==> src/rtl/cpu_trace_emitter.sv <==
// Serialises one CPU write-trace record into an ASCII frame, one character per
// char_valid/char_ready handshake.
module cpu_trace_emitter (
    input  logic        clk,
    input  logic        reset,
    input  logic        in_valid,
    output logic        in_ready,
    input  logic        in_kind,
    input  logic [13:0] in_time,
    input  logic [31:0] in_pc,
    input  logic [4:0]  in_reg,
    input  logic [31:0] in_addr,
    input  logic [31:0] in_data,
    output logic [7:0]  char,
    output logic        char_valid,
    input  logic        char_ready,
    output logic        frame_done
);

    typedef enum logic [3:0] {
        StIdle, StCaret, StTime, StAt, StPc, StColon, StSpace, StTag,
        StRegnum, StAddr, StArrow, StData, StHash
    } state_e;

    state_e      state_q, state_d;
    logic [2:0]  idx_q, idx_d;
    logic        alive_q;
    logic        kind_q;
    logic [13:0] time_q;
    logic [31:0] pc_q, addr_q, data_q;
    logic [4:0]  reg_q;

    logic        accept, advance;
    logic [13:0] tsat;
    logic [3:0]  t_th, t_hu, t_te, t_on, t_dig;
    logic [3:0]  r_te, r_on;
    logic [2:0]  t_start;

    function automatic logic [7:0] dec_char(input logic [3:0] d);
        return 8'h30 + {4'h0, d};
    endfunction

    // Nibble i of w, counted from the most significant end.
    function automatic logic [7:0] hex_char(input logic [31:0] w, input logic [2:0] i);
        logic [3:0] n;
        n = 4'(w >> (5'd28 - {i, 2'b00}));
        return (n < 4'd10) ? (8'h30 + {4'h0, n}) : (8'h57 + {4'h0, n});
    endfunction

    // alive_q holds in_ready low until the first edge after reset release.
    assign in_ready = alive_q && (state_q == StIdle);
    assign accept   = in_valid && in_ready;
    assign advance  = char_valid && char_ready;

    assign tsat    = (time_q > 14'd9999) ? 14'd9999 : time_q;
    assign t_th    = 4'(tsat / 14'd1000);
    assign t_hu    = 4'((tsat / 14'd100) % 14'd10);
    assign t_te    = 4'((tsat / 14'd10) % 14'd10);
    assign t_on    = 4'(tsat % 14'd10);
    assign t_start = (tsat >= 14'd1000) ? 3'd0 :
                     (tsat >= 14'd100)  ? 3'd1 :
                     (tsat >= 14'd10)   ? 3'd2 : 3'd3;
    assign r_te    = 4'(reg_q / 5'd10);
    assign r_on    = 4'(reg_q % 5'd10);

    always_comb begin
        unique case (idx_q[1:0])
            2'd0:    t_dig = t_th;
            2'd1:    t_dig = t_hu;
            2'd2:    t_dig = t_te;
            default: t_dig = t_on;
        endcase
    end

    always_comb begin
        state_d    = state_q;
        idx_d      = idx_q;
        char       = 8'h00;
        char_valid = 1'b1;
        frame_done = 1'b0;
        unique case (state_q)
            StIdle: begin
                char_valid = 1'b0;
                if (accept) state_d = StCaret;
            end
            StCaret: begin
                char = "^";
                if (advance) begin
                    state_d = StTime;
                    idx_d   = t_start;
                end
            end
            StTime: begin
                char = dec_char(t_dig);
                if (advance) begin
                    idx_d = idx_q + 3'd1;
                    if (idx_q == 3'd3) begin
                        state_d = StAt;
                        idx_d   = 3'd0;
                    end
                end
            end
            StAt: begin
                char = "@";
                if (advance) state_d = StPc;
            end
            StPc: begin
                char = hex_char(pc_q, idx_q);
                if (advance) begin
                    idx_d = idx_q + 3'd1;
                    if (idx_q == 3'd7) state_d = StColon;
                end
            end
            StColon: begin
                char = ":";
                if (advance) state_d = StSpace;
            end
            StSpace: begin
                char = " ";
                if (advance) state_d = StTag;
            end
            StTag: begin
                char = kind_q ? "*" : "$";
                if (advance) begin
                    state_d = kind_q ? StAddr : StRegnum;
                    idx_d   = (!kind_q && reg_q < 5'd10) ? 3'd1 : 3'd0;
                end
            end
            StRegnum: begin
                char = dec_char((idx_q == 3'd0) ? r_te : r_on);
                if (advance) begin
                    idx_d = idx_q + 3'd1;
                    if (idx_q == 3'd1) begin
                        state_d = StArrow;
                        idx_d   = 3'd0;
                    end
                end
            end
            StAddr: begin
                char = hex_char(addr_q, idx_q);
                if (advance) begin
                    idx_d = idx_q + 3'd1;
                    if (idx_q == 3'd7) state_d = StArrow;
                end
            end
            StArrow: begin
                unique case (idx_q[1:0])
                    2'd1:    char = "<";
                    2'd2:    char = "=";
                    default: char = " ";
                endcase
                if (advance) begin
                    idx_d = idx_q + 3'd1;
                    if (idx_q == 3'd3) begin
                        state_d = StData;
                        idx_d   = 3'd0;
                    end
                end
            end
            StData: begin
                char = hex_char(data_q, idx_q);
                if (advance) begin
                    idx_d = idx_q + 3'd1;
                    if (idx_q == 3'd7) state_d = StHash;
                end
            end
            StHash: begin
                char       = "#";
                frame_done = char_ready;
                if (advance) state_d = StIdle;
            end
            default: begin
                char_valid = 1'b0;
                state_d    = StIdle;
                idx_d      = 3'd0;
            end
        endcase
    end

    always_ff @(posedge clk or negedge reset) begin
        if (!reset) begin
            state_q <= StIdle;
            idx_q   <= 3'd0;
            alive_q <= 1'b0;
            kind_q  <= 1'b0;
            time_q  <= 14'd0;
            pc_q    <= 32'd0;
            reg_q   <= 5'd0;
            addr_q  <= 32'd0;
            data_q  <= 32'd0;
        end else begin
            state_q <= state_d;
            idx_q   <= idx_d;
            alive_q <= 1'b1;
            if (accept) begin
                kind_q <= in_kind;
                time_q <= in_time;
                pc_q   <= in_pc;
                reg_q  <= in_reg;
                addr_q <= in_addr;
                data_q <= in_data;
            end
        end
    end

endmodule

==> config.mk <==
export PLATFORM = sky130hd
export DESIGN_NAME = cpu_trace_emitter
export DESIGN_NICKNAME = d
export VERILOG_FILES = /design/src/rtl/cpu_trace_emitter.sv
export SDC_FILE = /design/constraint.sdc
export NUM_CORES = 1
export LEC_CHECK = 0
export CAP_MARGIN = 25
export CORE_ASPECT_RATIO = 2
export CORE_MARGIN = 2
export CORE_UTILIZATION = 41
export DETAILED_ROUTE_END_ITERATION = 8
export PLACE_DENSITY = 0.61
export SYNTH_ARGS = -nofsm -noshare
export SYNTH_HDL_FRONTEND = slang
export SYNTH_SLANG_ARGS = --single-unit
==> constraint.sdc <==
create_clock -name clk -period 32.2 [get_ports clk]
set_input_delay 4.83 -clock clk [delete_from_list [all_inputs] [get_ports clk]]
set_output_delay 4.83 -clock clk [all_outputs]
set_load 0.1 [all_outputs]
==> qor.yml, run 1 <==
setup_viol: 0
synthDistinctLibCells: 103
clock-sinks: 124
portBuffers: 129
ant_nets: 0
setup_tns_ns: 0
ctsResizeCount: 0
synth_area_leaders: "dfrtp_1 28%, mux2_2 13%, ha_1 7.5%"
path_class: "flip-flop to output pin"
gr-total-overflow: 0
grt_usage: 0.234
crit_top_cell: "ha_1"
initial_core_util: 0.417
min_period_ns: 28.44
postSynthCellCount: 1230
grt_max_degree: 77
critPathMaxFanout: 28
h-tree-depth: 4
wl_um: 32600
routed_via_density: 5.86
status: "finished, final reports clean"
first_pass_iters: 6
synth_edf_count: 0
syn_nets: 1417
fp.dieW_um: 121
synthMuxAreaShare: 0.196
yosys_register_bits: 124
final_cell_mix: "128 x clkdlybuf4s50_1, 125 x mux2_2, 123 x dfrtp_1"
fin_crit_sh: 0.883
dp_hpwl_um: 25800
hold_violations: 0
required_ns: 27.37
fin_cells: 1697
drt_iter0_markers: 529
synth_top_cell_by_area: "dfrtp_1"
root_buffer: "clkbuf_16"
yosys.area_share.simple: 0.177
drive_above_1_share: 0.186
clock_skew_ns: 0.00844
die_area_um2: 28900
antenna_found_initial: 1
synth_warnings: 0
gp_congestion: 0.898
clock_path_buffers: 2
fillCellCount: 2624
clk_pin_slew_worst_paths_ns: 0.06
core_um2: 27000
drc: 0
postCtsHoldBufs: 0
vias: 9943
setup.worst_path.end_class: "output pin"
slew_headroom: 0.313
synthAdderAreaFrac: 0.0754
wire_per_inst_um: 19.2
worstPathArrival_ns: 23.61
place_inst: 1663
grt_pass1_vias: 10300
maxCapViolations: 0
layout.nets: 1522
num_rows: 85
synth_top_family_by_area: "compound AO/OA/AOI/OAI gates"
io_pins: 131
grt_setup_unrepaired: "no"
final_max_slew_viol_count: 0
postCtsSetupRepairBufs: 0
final_common_cell: "clkdlybuf4s50_1"
area_delta_synth_final_pct: 20.5
crit_slowest_cell: "clkdlybuf4s50_1"
synthFlopType: "dfrtp_1"
ys_seq_area_frac: 0.276
cts_tree: "done"
tightest_slew_ns: 1.03
ys_async_sr_fraction: 1.00
critPathLaunchType: "flip-flop"
cts_made_buffers: 17
syn_area_per_cell_um2: 9.15
synth_top_area_frac: 0.276
fmax_ghz: 0.0352
insertion_delay_ns: 0.43
cpPeakStageDelay_ns: 0.98
hold_class: "flip-flop to flip-flop"
synthesis.area_um2: 11300
die_h_um: 238
synthXorXnorAreaFrac: 0.0342
grt_pass1_wl_um: 52800
synth_compound_area_frac: 0.207
## final cells by class
| type | instances | area (µm²) | area share |
|---|---|---|---|
| Clock buffer | 23 | 498 | 0.0367 |
| Tap cell | 348 | 435 | 0.0321 |
| Antenna cell | 1 | 2.50 | 0.000185 |
| Clock inverter | 9 | 180 | 0.0133 |
| Timing Repair Buffer | 140 | 1390 | 0.103 |
| Inverter | 45 | 169 | 0.0125 |
| Multi-Input combinational cell | 1007 | 7780 | 0.574 |
| Sequential cell | 124 | 3100 | 0.229 |
## critical path, delay by kind of cell (launching register included)
kind / cells / cell delay (ns)
simple gates: 32 / 6.83
xor+xnor: 1 / 0.14
fa+ha+maj: 13 / 3.94
flops: 1 / 0.32
mux: 6 / 1.79
compound gates: 39 / 8.51
buf+inv: 5 / 1.58
## synthesized netlist by cell type (4+ instances only)
| cell type | instances |
|---|---|
| a2111oi_0 | 4 |
| a2111oi_4 | 4 |
| a211o_1 | 4 |
| a211oi_1 | 11 |
| a21boi_0 | 5 |
| a21o_1 | 12 |
| a21oi_1 | 71 |
| a22oi_1 | 5 |
| a31oi_1 | 14 |
| and2_1 | 17 |
| and3_1 | 7 |
| buf_1 | 6 |
| clkbuf_1 | 45 |
| dfrtp_1 | 124 |
| ha_1 | 67 |
| inv_1 | 42 |
| mux2_2 | 125 |
| mux2i_1 | 21 |
| mux4_2 | 24 |
| nand2_1 | 102 |
| nand2b_1 | 18 |
| nand3_1 | 22 |
| nand4_1 | 7 |
| nor2_1 | 104 |
| nor2_2 | 4 |
| nor2b_1 | 16 |
| nor3_1 | 42 |
| nor3b_1 | 5 |
| nor4_1 | 9 |
| o211a_1 | 4 |
| o211ai_1 | 12 |
| o21a_1 | 17 |
| o21ai_0 | 70 |
| o21ai_1 | 6 |
| o22ai_1 | 9 |
| o31ai_1 | 9 |
| o31ai_2 | 4 |
| or2_2 | 4 |
| or3_1 | 10 |
| xnor2_1 | 32 |
| xor2_1 | 12 |
## kinds of logic (layout without fill, tap and decap cells)
group	after synthesis	count (layout)
adder cells (fa/ha/maj)	68	68
AND/OR/NAND/NOR	396	396
AO/OA/AOI/OAI	323	323
other	2	3
flip-flops	124	124
multiplexers	174	174
XOR/XNOR	44	44
buffers and inverters	99	217
## metal layers
layer / vias up / global-route usage / part of all wire
li1: 4805 / - / -
met3: 92 / 0.0292 / 0.029
met2: 249 / 0.465 / 0.58
met1: 4797 / 0.224 / 0.34
met4: 0 / 0.126 / 0.051
met5: - / 0 / 0
## worst paths after layout
kind                       startpoint          to  slack [ns]  cells after the start
min                        data_q[16]  data_q[16]        0.50                      1
min reg2reg                data_q[16]  data_q[16]        0.50                      1
min in group asynchronous       reset   time_q[0]        4.40                      1
max                          idx_q[1]     char[0]        3.76                     96
max reg2reg                state_q[0]  state_q[2]       28.69                      7
max in group asynchronous       reset  data_q[21]       26.76                      3
## sequential cells by signal (all words and copies together) (netlist names)
| signal | flops |
|---|---|
| idx_q | 3 |
| reg_q | 5 |
| pc_q | 32 |
| state_q | 4 |
| alive_q | 1 |
| time_q | 14 |
| addr_q | 32 |
| data_q | 32 |
| kind_q | 1 |
## stage by stage
step,hold slack (ns),setup WS [ns],utilization,instance area [µm²]
floorplan,0.474,5.04,-,11300
detailed placement,0.488,4.36,0.476,12900
CTS,0.501,3.83,0.501,13500
global route,0.509,1.45,0.502,13600
finish,0.499,3.76,0.502,13600
global placement,0.483,5.14,0.475,12800
Power of run 1 is not shown: default switching activity piles up to over one toggle a cycle in this logic, so the estimate is an artifact.
==> run 2, diff against run 1 <==
SETUP_SLACK_MARGIN = 0.5   (was default)
SLEW_MARGIN = 15   (was default)
TNS_END_PERCENT = 100   (was default)
==> run 2 against run 1 <==
Effect of this change: critical path type unchanged; utilization unchanged; clock skew is 0.0013 ns higher; wire length increased by 0.12%.
==> qor.yml, run 2 (synthesized netlist as in run 1, its figures left out) <==
path_class: "flip-flop to output pin"
wl_um: 32700  # +0.12%
ant_nets: 0  # unchanged
slew_headroom: 0.314  # about the same
portBuffers: 129  # unchanged
critPathBufInv: 5  # unchanged
die_area_um2: 28900  # unchanged
layout.nets: 1522  # unchanged
final_cell_mix: "128 x clkdlybuf4s50_1, 125 x mux2_2, 123 x dfrtp_1"
min_period_ns: 28.45  # +0.0177 ns
final_max_slew_viol_count: 0  # unchanged
required_ns: 27.37  # about the same
cts_tree: "done"
clock_path_buffers: 2  # unchanged
hold_class: "flip-flop to flip-flop"
wire_per_inst_um: 19.2  # +0.12%
drc: 0  # unchanged
critPathLaunchType: "flip-flop"
dp_hpwl_um: 25800  # unchanged
setup_tns_ns: 0  # unchanged
first_pass_iters: 7  # +1
setup_viol: 0  # unchanged
crit_slowest_cell: "clkdlybuf4s50_1"
maxCapViolations: 0  # unchanged
crit_top_cell: "ha_1"
fmax_ghz: 0.0351  # about the same
initial_core_util: 0.417  # unchanged
grt_max_degree: 77  # unchanged
fin_crit_sh: 0.884  # about the same
core_um2: 27000  # unchanged
reg2reg_depth: 7  # unchanged
h-tree-depth: 4  # unchanged
area_delta_synth_final_pct: 20.5  # unchanged
clk_pin_slew_worst_paths_ns: 0.06  # about the same
gr-total-overflow: 0  # unchanged
reg_top3: "addr_q (32), data_q (32), pc_q (32)"
root_buffer: "clkbuf_16"
min_path_cells: 1  # unchanged
io_pins: 131  # unchanged
final_common_cell: "clkdlybuf4s50_1"
critPathTopFamily: "compound AO/OA/AOI/OAI gates"
worstPathArrival_ns: 23.62  # about the same
routed_via_density: 5.86  # about the same
grt_setup_unrepaired: "no"
setup.worst_path.end_class: "output pin"
die_h_um: 238  # unchanged
crit_cells: 96  # unchanged
insertion_delay_ns: 0.43  # about the same
ctsResizeCount: 0  # unchanged
postCtsSetupRepairBufs: 0  # unchanged
num_rows: 85  # unchanged
tightest_slew_ns: 1.03  # -0.000463 ns
cts_made_buffers: 17  # unchanged
grt_pass1_vias: 10300  # unchanged
grt_usage: 0.234  # unchanged
fp.dieW_um: 121  # unchanged
critPathMaxFanout: 28  # unchanged
status: "finished, final reports clean"
antenna_found_initial: 1  # unchanged
gp_congestion: 0.898  # unchanged
drive_above_1_share: 0.186  # unchanged
cpPeakStageDelay_ns: 0.98  # about the same
grt_pass1_wl_um: 52800  # unchanged
vias: 9946  # +0.030%
hold_violations: 0  # unchanged
clock-sinks: 124  # unchanged
drt_iter0_markers: 539  # +1.9%
postCtsHoldBufs: 0  # unchanged
clock_skew_ns: 0.00973  # +0.00129 ns
==> run 2: cell counts in the layout (fill, tap and decap cells not counted) <==
Identical to the previous run, type by type.
==> run 2: metal layers <==
metal	up-vias	wire length [µm]	track usage
li1	4801	-	-
met1	4802	11200	0.224
met2	248	18900	0.465
met3	95	876	0.0292
met4	0	1650	0.126
met5	-	0	0
==> run 2: worst paths after layout <==
kind / from / to / slack (ns)
worst min register to register: addr_q[2] / addr_q[2] / 0.50
worst min-delay path: addr_q[2] / addr_q[2] / 0.50
min in group asynchronous: reset / time_q[0] / 4.41
worst max register to register: state_q[0] / state_q[2] / 28.71
worst max-delay path: idx_q[1] / char[0] / 3.75
max in group asynchronous: reset / idx_q[0] / 26.68
==> run 2: layout make-up <==
cell class              instances  area [µm²]
diodes                          1        2.50
clock buffers                  23         498
clock inverters                 9         180
fillers                      2628       13500
inverters                      45         169
multi-input cells            1007        7780
flip-flops and latches        124        3100
well taps                     348         435
repair buffers                140        1390
==> run 2: through the flow <==
step	cells	hold WS (ns)	util	cell area [µm²]	setup WS, ns
after detailed placement	1663	0.488	0.476	12900	4.36
final	1697	0.497	0.502	13600	3.75
after floorplan	1230	0.474	-	11300	5.04
after global placement	1662	0.483	0.475	12800	5.14
after CTS	1695	0.501	0.501	13500	3.83
after global routing	1697	0.509	0.502	13600	1.46
Power of run 2 is left out for the same reason.
